<file path="config.mk">
export PLATFORM = sky130hd
export DESIGN_NAME = iic_slave
export DESIGN_NICKNAME = d
export VERILOG_FILES = /design/src/rtl/iic_slave.sv
export SDC_FILE = /design/constraint.sdc
export NUM_CORES = 1
export LEC_CHECK = 0
export ABC_CLOCK_PERIOD_IN_PS = 6100
export CORE_MARGIN = 1.5
export CORE_UTILIZATION = 60
export CTS_CLUSTER_DIAMETER = 80
export CTS_CLUSTER_SIZE = 20
export DETAILED_ROUTE_END_ITERATION = 6
export PLACE_DENSITY = 0.93
export SLEW_MARGIN = 0
export SYNTH_ARGS = -nofsm -noshare
export SYNTH_HDL_FRONTEND = slang
export SYNTH_SLANG_ARGS = --single-unit
</file>
<file path="constraint.sdc">
create_clock -name clk -period 6.1 [get_ports clk]
set_input_delay 0.915 -clock clk [delete_from_list [all_inputs] [get_ports clk]]
set_output_delay 0.915 -clock clk [all_outputs]
set_load 0.02 [all_outputs]
</file>
<file path="src/rtl/iic_slave.sv">
// iic_slave: CPU-programmable IIC (I2C) slave with a four-register map.
// Bus inputs are synchronised into clk; SDA is driven open-drain via sda_oe.
module iic_slave #(
  parameter int ADDR_LSB          = 0,
  parameter int OPT_MEM_ADDR_BITS = 1
) (
  input  logic       clk,
  input  logic       reset_n,
  input  logic [7:0] addr,
  input  logic [7:0] din,
  output logic [7:0] dout,
  input  logic       wr_en,
  input  logic       rd_en,
  input  logic       scl_i,
  input  logic       sda_i,
  output logic       sda_oe
);

  localparam int SelW = OPT_MEM_ADDR_BITS + 1;

  typedef enum logic [2:0] {
    ST_IDLE, ST_ADDR, ST_ADDR_ACK, ST_RX_DATA,
    ST_RX_ACK, ST_TX_DATA, ST_TX_ACK, ST_WAIT_STOP
  } state_t;

  state_t     state_q, state_d;
  logic       scl_s1_q, scl_s1_d, scl_s2_q, scl_s2_d, scl_prev_q, scl_prev_d;
  logic       sda_s1_q, sda_s1_d, sda_s2_q, sda_s2_d, sda_prev_q, sda_prev_d;
  logic [2:0] bit_cnt_q, bit_cnt_d;
  logic [7:0] shift_q, shift_d;
  logic       ack_on_q, ack_on_d;
  logic       sda_oe_q, sda_oe_d;
  logic [7:0] dout_q, dout_d;
  logic       en_q, en_d, busy_q, busy_d, rw_q, rw_d, rxf_q, rxf_d;
  logic       txe_q, txe_d, ovr_q, ovr_d, nack_q, nack_d;
  logic [6:0] slvaddr_q, slvaddr_d;
  logic [7:0] slvtx_q, slvtx_d, slvrx_q, slvrx_d;

  logic [SelW-1:0] sel_s;
  logic            scl_rise_s, scl_fall_s, start_s, stop_s;
  logic [7:0]      byte_s, tx_byte_s, slvcon_s;
  logic            unused_s;

  assign sel_s      = addr[ADDR_LSB+OPT_MEM_ADDR_BITS:ADDR_LSB];
  assign scl_rise_s = scl_s2_q & ~scl_prev_q;
  assign scl_fall_s = ~scl_s2_q & scl_prev_q;
  // SCL must be high both before and after the SDA transition
  assign start_s    = ~sda_s2_q & sda_prev_q & scl_s2_q & scl_prev_q;
  assign stop_s     = sda_s2_q & ~sda_prev_q & scl_s2_q & scl_prev_q;
  assign byte_s     = {shift_q[6:0], sda_s2_q};
  assign tx_byte_s  = txe_q ? 8'hFF : slvtx_q;
  assign slvcon_s   = {1'b0, nack_q, ovr_q, txe_q, rxf_q, rw_q, busy_q, en_q};
  assign unused_s   = ^{addr, shift_q[7]};
  assign dout       = dout_q;
  assign sda_oe     = sda_oe_q;

  // Next-state logic: synchronisers, CPU register access, then bus FSM (bus events win)
  always_comb begin
    state_d   = state_q;
    bit_cnt_d = bit_cnt_q;
    shift_d   = shift_q;
    ack_on_d  = ack_on_q;
    sda_oe_d  = sda_oe_q;
    dout_d    = dout_q;
    en_d      = en_q;
    busy_d    = busy_q;
    rw_d      = rw_q;
    rxf_d     = rxf_q;
    txe_d     = txe_q;
    ovr_d     = ovr_q;
    nack_d    = nack_q;
    slvaddr_d = slvaddr_q;
    slvtx_d   = slvtx_q;
    slvrx_d   = slvrx_q;

    scl_s1_d   = scl_i;
    scl_s2_d   = scl_s1_q;
    scl_prev_d = scl_s2_q;
    sda_s1_d   = sda_i;
    sda_s2_d   = sda_s1_q;
    sda_prev_d = sda_s2_q;

    // CPU side: write has priority over read
    if (wr_en) begin
      case (sel_s)
        SelW'(0): begin
          en_d   = din[0];
          ovr_d  = ovr_q & din[5];
          nack_d = nack_q & din[6];
        end
        SelW'(1): slvaddr_d = din[6:0];
        SelW'(2): begin
          slvtx_d = din;
          txe_d   = 1'b0;
        end
        default: slvaddr_d = slvaddr_q;
      endcase
    end else if (rd_en) begin
      case (sel_s)
        SelW'(0): dout_d = slvcon_s;
        SelW'(1): dout_d = {1'b0, slvaddr_q};
        SelW'(2): dout_d = slvtx_q;
        SelW'(3): begin
          dout_d = slvrx_q;
          rxf_d  = 1'b0;
        end
        default: dout_d = 8'h00;
      endcase
    end else begin
      dout_d = dout_q;
    end

    // Bus side: disabled slave is held idle and never drives SDA
    if (!en_q || !en_d) begin
      state_d  = ST_IDLE;
      sda_oe_d = 1'b0;
      busy_d   = 1'b0;
      ack_on_d = 1'b0;
    end else if (stop_s) begin
      state_d  = ST_IDLE;
      sda_oe_d = 1'b0;
      busy_d   = 1'b0;
      ack_on_d = 1'b0;
    end else if (start_s) begin
      state_d   = ST_ADDR;
      bit_cnt_d = 3'd0;
      ack_on_d  = 1'b0;
    end else begin
      case (state_q)
        ST_IDLE: state_d = ST_IDLE;
        ST_ADDR: begin
          if (scl_rise_s) begin
            shift_d = byte_s;
            if (bit_cnt_q == 3'd7) begin
              if (byte_s[7:1] == slvaddr_q) begin
                rw_d     = byte_s[0];
                busy_d   = 1'b1;
                ack_on_d = 1'b0;
                state_d  = ST_ADDR_ACK;
              end else begin
                state_d = ST_WAIT_STOP;
              end
            end else begin
              bit_cnt_d = bit_cnt_q + 3'd1;
            end
          end else begin
            shift_d = shift_q;
          end
        end
        ST_ADDR_ACK: begin
          if (scl_fall_s) begin
            if (!ack_on_q) begin
              sda_oe_d = 1'b1;
              ack_on_d = 1'b1;
            end else begin
              ack_on_d  = 1'b0;
              bit_cnt_d = 3'd0;
              if (rw_q) begin
                // first TX bit goes out on the same edge that ends the ACK
                shift_d  = tx_byte_s;
                sda_oe_d = ~tx_byte_s[7];
                txe_d    = 1'b1;
                ovr_d    = ovr_d | txe_q;
                state_d  = ST_TX_DATA;
              end else begin
                sda_oe_d = 1'b0;
                state_d  = ST_RX_DATA;
              end
            end
          end else begin
            sda_oe_d = sda_oe_q;
          end
        end
        ST_RX_DATA: begin
          if (scl_rise_s) begin
            shift_d = byte_s;
            if (bit_cnt_q == 3'd7) begin
              slvrx_d  = byte_s;
              rxf_d    = 1'b1;
              ovr_d    = ovr_d | rxf_q;
              ack_on_d = 1'b0;
              state_d  = ST_RX_ACK;
            end else begin
              bit_cnt_d = bit_cnt_q + 3'd1;
            end
          end else begin
            shift_d = shift_q;
          end
        end
        ST_RX_ACK: begin
          if (scl_fall_s) begin
            if (!ack_on_q) begin
              sda_oe_d = 1'b1;
              ack_on_d = 1'b1;
            end else begin
              sda_oe_d  = 1'b0;
              ack_on_d  = 1'b0;
              bit_cnt_d = 3'd0;
              state_d   = ST_RX_DATA;
            end
          end else begin
            sda_oe_d = sda_oe_q;
          end
        end
        ST_TX_DATA: begin
          if (scl_fall_s) begin
            if (bit_cnt_q == 3'd7) begin
              sda_oe_d = 1'b0;
              ack_on_d = 1'b0;
              state_d  = ST_TX_ACK;
            end else begin
              bit_cnt_d = bit_cnt_q + 3'd1;
              shift_d   = {shift_q[6:0], 1'b0};
              sda_oe_d  = ~shift_q[6];
            end
          end else begin
            sda_oe_d = sda_oe_q;
          end
        end
        ST_TX_ACK: begin
          if (scl_rise_s) begin
            if (sda_s2_q) begin
              nack_d  = 1'b1;
              state_d = ST_WAIT_STOP;
            end else begin
              ack_on_d = 1'b1;
            end
          end else if (scl_fall_s && ack_on_q) begin
            ack_on_d  = 1'b0;
            bit_cnt_d = 3'd0;
            shift_d   = tx_byte_s;
            sda_oe_d  = ~tx_byte_s[7];
            txe_d     = 1'b1;
            ovr_d     = ovr_d | txe_q;
            state_d   = ST_TX_DATA;
          end else begin
            state_d = ST_TX_ACK;
          end
        end
        ST_WAIT_STOP: state_d = ST_WAIT_STOP;
        default: begin
          state_d  = ST_IDLE;
          sda_oe_d = 1'b0;
        end
      endcase
    end
  end

  // State and register update with asynchronous reset
  always_ff @(posedge clk or negedge reset_n) begin
    if (!reset_n) begin
      state_q    <= ST_IDLE;
      scl_s1_q   <= 1'b1;
      scl_s2_q   <= 1'b1;
      scl_prev_q <= 1'b1;
      sda_s1_q   <= 1'b1;
      sda_s2_q   <= 1'b1;
      sda_prev_q <= 1'b1;
      bit_cnt_q  <= 3'd0;
      shift_q    <= 8'h00;
      ack_on_q   <= 1'b0;
      sda_oe_q   <= 1'b0;
      dout_q     <= 8'h00;
      en_q       <= 1'b0;
      busy_q     <= 1'b0;
      rw_q       <= 1'b0;
      rxf_q      <= 1'b0;
      txe_q      <= 1'b1;
      ovr_q      <= 1'b0;
      nack_q     <= 1'b0;
      slvaddr_q  <= 7'd0;
      slvtx_q    <= 8'h00;
      slvrx_q    <= 8'h00;
    end else begin
      state_q    <= state_d;
      scl_s1_q   <= scl_s1_d;
      scl_s2_q   <= scl_s2_d;
      scl_prev_q <= scl_prev_d;
      sda_s1_q   <= sda_s1_d;
      sda_s2_q   <= sda_s2_d;
      sda_prev_q <= sda_prev_d;
      bit_cnt_q  <= bit_cnt_d;
      shift_q    <= shift_d;
      ack_on_q   <= ack_on_d;
      sda_oe_q   <= sda_oe_d;
      dout_q     <= dout_d;
      en_q       <= en_d;
      busy_q     <= busy_d;
      rw_q       <= rw_d;
      rxf_q      <= rxf_d;
      txe_q      <= txe_d;
      ovr_q      <= ovr_d;
      nack_q     <= nack_d;
      slvaddr_q  <= slvaddr_d;
      slvtx_q    <= slvtx_d;
      slvrx_q    <= slvrx_d;
    end
  end

endmodule

</file>
Yosys cells after proc, flatten, opt, wreduce, memory -nomap -nowiden
Cells that the tools add are included.

storage, ports and cells
  flip-flop bits (word level) = 59
  output and inout port bits = 9
  memory bits (read-only) = 0
  memories kept = 0
  logic and storage cells = 234
  input bits = 22
  bits in latches = 0
  memory bits (writable) = 0

operators by class
  eq/ne operators = 47
  bitwise gates (word level) = 22
  mux-type cells = 115
  shifts and indexed selects = 0
  $lt $le $gt $ge = 0
  div/mod/pow operators = 0
  reduce and logical (&&, ||, !) cells = 27
  add/sub/neg operators = 1
  multiply operators = 0

operator list
  operator                                                count
  two-way mux 3 bit                                       25
  two-way mux 1 bit                                       72
  two-way mux 7 bit                                       8
  inequality test 5 bit (second input constant)           11
  case mux 8 bit (4 select lines)                         1
  case mux 7 bit (4 select lines)                         1
  case mux 3 bit (8 select lines)                         1
  inequality test 4 bit (second input constant)           5
  inequality test 6 bit (second input constant)           3
  AND reduction 9 bit                                     2
  equality test 3 bit (second input constant)             5
  inequality test 2 bit (second input constant)           7
  AND reduction 7 bit                                     2
  inequality test 3 x 1 -> 1 bit (second input constant)  4
  case mux 3 bit (4 select lines)                         1
  AND reduction 12 bit                                    1
  nonzero test 3 bit                                      4
  AND reduction 11 bit                                    1
  AND 1 bit                                               10
  NOT 1 bit                                               10
  inequality test 3 bit (second input constant)           3
  two-way mux 8 bit                                       1
  nonzero test 8 bit                                      1
  equality test 7 bit                                     1
  25 further kinds                                        32

Longest topological paths before layout
  word-level depth = 11
  gate-level depth with buffers = 8
  gate-level depth less buffers = 7

Worst setup path after synthesis
OpenSTA, ideal clock, no wires.

  path kind = input-to-reg
  start point = input port addr[1]
  end point = register ack_on_q
  buffers on the path = 0
  setup slack = 3.622 ns
  data required time = 5.972 ns
  setup time = 0.128 ns
  stages = 6
  arrival = 2.350 ns
  cells stage by stage = or3b_4 o21a_4 o21ai_4 o22ai_4 a311oi_1 mux2_1

on the way
  word-level cells in the longest chain between the ends = 7
  elaborated cells on any way between the ends = 16
  those cells by class = eq/ne (8); mux (3); reduce/logical (5)

RTL lines
  item                                                                  line  text
  start, declared                                                       9     input logic [7:0] addr,
  logical NOT 2 bit *                                                   85    case (sel_s)
  two-way mux 1 bit *                                                   85
  two-way mux 1 bit *                                                   84    if (wr_en) begin
  logical NOT 1 bit *                                                   114   if (!en_q || !en_d) begin
  logical OR 1 bit *                                                    114
  inequality test 6 bit (no source line), or another cell as far along  --
  AND reduction 9 bit (no source line)                                  --
  end signal, assigned                                                  284   ack_on_q <= ack_on_d;
  end, declared                                                         31    logic ack_on_q, ack_on_d;

Mark *: on every way between the ends. The rest lies on a longest branch, timed or not.
A chain may end at the register's enable or synchronous reset.

Final worst setup path
  start point = input port addr[0]
  end point = register shift_q[2]

on the way
  word-level cells in the longest chain between the ends = 7

RTL lines
  item                                   line  text
  logical NOT 2 bit                      85
  two-way mux 1 bit                      85
  two-way mux 1 bit                      84
  logical NOT 1 bit                      114
  logical OR 1 bit                       114
  NOT 1 bit (no source line)             --
  AND reduction 12 bit (no source line)  --
  end signal, assigned                   283   shift_q <= shift_d;
  end, declared                          30    logic [7:0] shift_q, shift_d;

No other way between the ends.

==> impl_results.md <==
* Status: finished, final reports clean
* Register area share after synthesis at around 46%
* Via count of the first global-routing pass at roughly 2,500
* Max-Cap Viols at 0
* Post-synthesis compound-gate area fraction at 13.72%
* DRT Pass-1 Iters at 7
* Post-layout util at between 70% and 80%
* Final Power at 1.390 mW
* H-Tree Depth at 3
* Unrepaired setup endpoints after global routing: no
* Fmax at 291.8 MHz
* Die width at 76.35 µm
* CP Launch Point: addr[0]
* Top_reg_cell synth: dfrtp_1
* DRC errors left at 0
* Chip Height at 76.35 µm
* I/O Pins at 31
* Via density at between 6 and 7
* Max_slew headroom at 43.99%
* Initial core utilization at 62.80%
* Worst-Margin Slew at between 0.8 and 0.9 ns
* Mapped cell area at 3228 µm²
* Layout cells sized above 1 at 25.08%
* Cell taking the most area after synthesis: dfrtp_1
* CTS buffer count at 9
* Capturing point of the worst reg2reg path: bit_cnt_q[0]
* Placed cell count at 373
* Cell variety after synth at 56
* HPWL Detailed at 5022 µm
* Layout Nets at 338
* Final-report setup violation count at 0
* Mux cell area share after synthesis at a little over 20%
* Root buf cell: clkbuf_8
* Diodes inserted at 0
* Synth Instances at ~300
* Final Slew Violations at 0
* Reg clk slew, reported paths at 0.07 ns
* Syn nets at 319
* Startpoint Class: primary input
* Largest family of logic cells by synthesized area: multiplexers
* Fin crit share at 56.19%
* Setup ws final at 2.673 ns
* Global-route wire length before repair at 12,150 µm
* Initial antenna violation count at 0
* Reg2reg setup slack at 3.57 ns
* Leakage Power at 1.493 nW
* CP Max Fanout at 12
* Initial drt markers at 280
* Most common cell in the netlist: dfrtp_1
* Largest net degree at the start of global routing at 60
* Critical Path RT at 6.32 ns
* Final instance area at 3681 µm²
* Die ar. at 5829 µm²
* Post-CTS Setup Bufs at 0
* Placer Congestion at around 0.9
* Critical Path AT at ~3.6 ns
* Number of flops mapped to enable cells by yosys at 0
* Yosys warns at 0
* Total track usage at 27.10%
* Total grt overflow at 0
* CTS Hold Bufs at 0
* Post-synth top cells: 52 x dfrtp_1, 39 x mux2_2, 26 x nor2_1
* Hold Violations, Final at 0
* CTS tree: yes
* CP Capture Type: flip-flop
* Pre-CTS setup slack at about 2.4 ns
* Final instance count without filler cells at 389
* Final worst path period need at between 3 and 4 ns
* Synth Area in Adders at 0.7752%
* FF-to-FF Start: state_q[2]
* DR vias at 2,511
* Yosys top cell area share at between 40% and 50%
* Mean area per synthesized cell at approximately 11 µm²
* DP Area at 3481 µm²
* ANT nets after route at 0
* Synth Area in XOR/XNOR at 2.713%
* HP Class: flip-flop to flip-flop
* Synth area leaders: dfrtp_1 40%, mux2_2 14%, dfstp_2 5.7%
* Rows at 26
* Core area at 5140 µm²
* PostCTS Resize Cnt at 0
* Setup TNS at 0 ns
* CP Class: primary input to flip-flop
* R2R depth at 6
* Worst-Skew Late Latency at roughly 0.34 ns
* PortBufs at 24
* Peak supply drop at 302.1 µV
* Crit path to: shift_q[2]
* FFs w/ async S/R, synth at 100.0%
* CTS Sinks at 59
* Routed length per instance at 19.06 µm
* Worst hold slack at 0.3568 ns
* Skew final at 0.009256 ns
* Area grow syn2layout at 14.03%
* Post-Synth Simple-Gate Area at 13.33%
* Routed WL at 7414 µm
* Power Density at 377.5 nW/µm²
* Flops & latches, synth at 59
* CTS max path bufs at 2
## worst min path at each step
stage | cells after the start | from | to
floorplan | 0 | scl_s1_q | scl_prev_d
global placement | 0 | sda_s1_q | sda_prev_d
detailed placement | 0 | scl_s1_q | scl_prev_d
CTS | 0 | scl_s1_q | scl_prev_d
global route | 0 | scl_s1_q | scl_prev_d
finish | 0 | scl_s1_q | scl_prev_d
## flip-flops by register name, summed over array words and instances, names as in the netlist, 3 cells and up
name,count
dout,8
slvrx_q,8
slvtx_q,8
shift_q,7
slvaddr_q,7
bit_cnt_q,3
state_q,3
## where the power goes
part           switching (mW)  leakage [nW]  total, mW  internal, mW
Clock                   0.170        0.0958      0.361         0.190
Combinational           0.245         0.656      0.456         0.211
Sequential              0.107         0.742      0.574         0.466
Total                   0.523          1.49       1.39         0.867
## cells in the final DEF, fill, tap and decap left out, types with 3 or more instances in the layout
master and instances:
a21oi_1 7, a22oi_1 3, clkbuf_8 9, clkdlybuf4s50_1 23
dfrtp_1 52, dfstp_2 7, inv_1 8, mux2_2 39
mux2i_1 3, mux4_2 7, nand2_1 23, nand2b_1 6
nand3_1 5, nand3b_1 4, nor2_1 26, nor2b_1 4
nor3_1 8, o21ai_0 23, o22ai_1 4, xnor2_1 6
xor2_1 4
## routing by layer
layer | share of wire (%) | wire length (µm) | global-route usage [%] | vias to the layer above
li1 | - | - | - | 1107
met1 | 41 | 3070 | 35.16 | 1221
met2 | 48 | 3565 | 42.59 | 156
met3 | 7.9 | 584 | 6.946 | 27
met4 | 2.6 | 194 | 13.15 | 0
met5 | 0 | 0 | 0 | -
## final cells by class
class	instances	area (µm²)
multi-input combinational	211	1635
clock inverter	7	76.32
clock buffer	9	123.9
inverter	8	30.03
timing repair buffer	25	242.7
sequential	59	1485
tap	70	87.58
fill	364	1459
## critical path, stage by stage
cell	delay, ns
clkdlybuf4s50_1	0.94
or3b_4	0.28
o21ai_0	0.17
nor2_1	0.33
nand3b_1	0.16
a21oi_2	0.42
mux2_2	0.41
## kinds of logic after synthesis
kind of cell	after synthesis
AND/OR/NAND/NOR	88
AO/OA/AOI/OAI	60
flip-flops	59
multiplexers	51
buffers and inverters	25
XOR/XNOR	10
adder cells (fa/ha/maj)	2
Note: power is estimated with default switching activity, not from simulation.
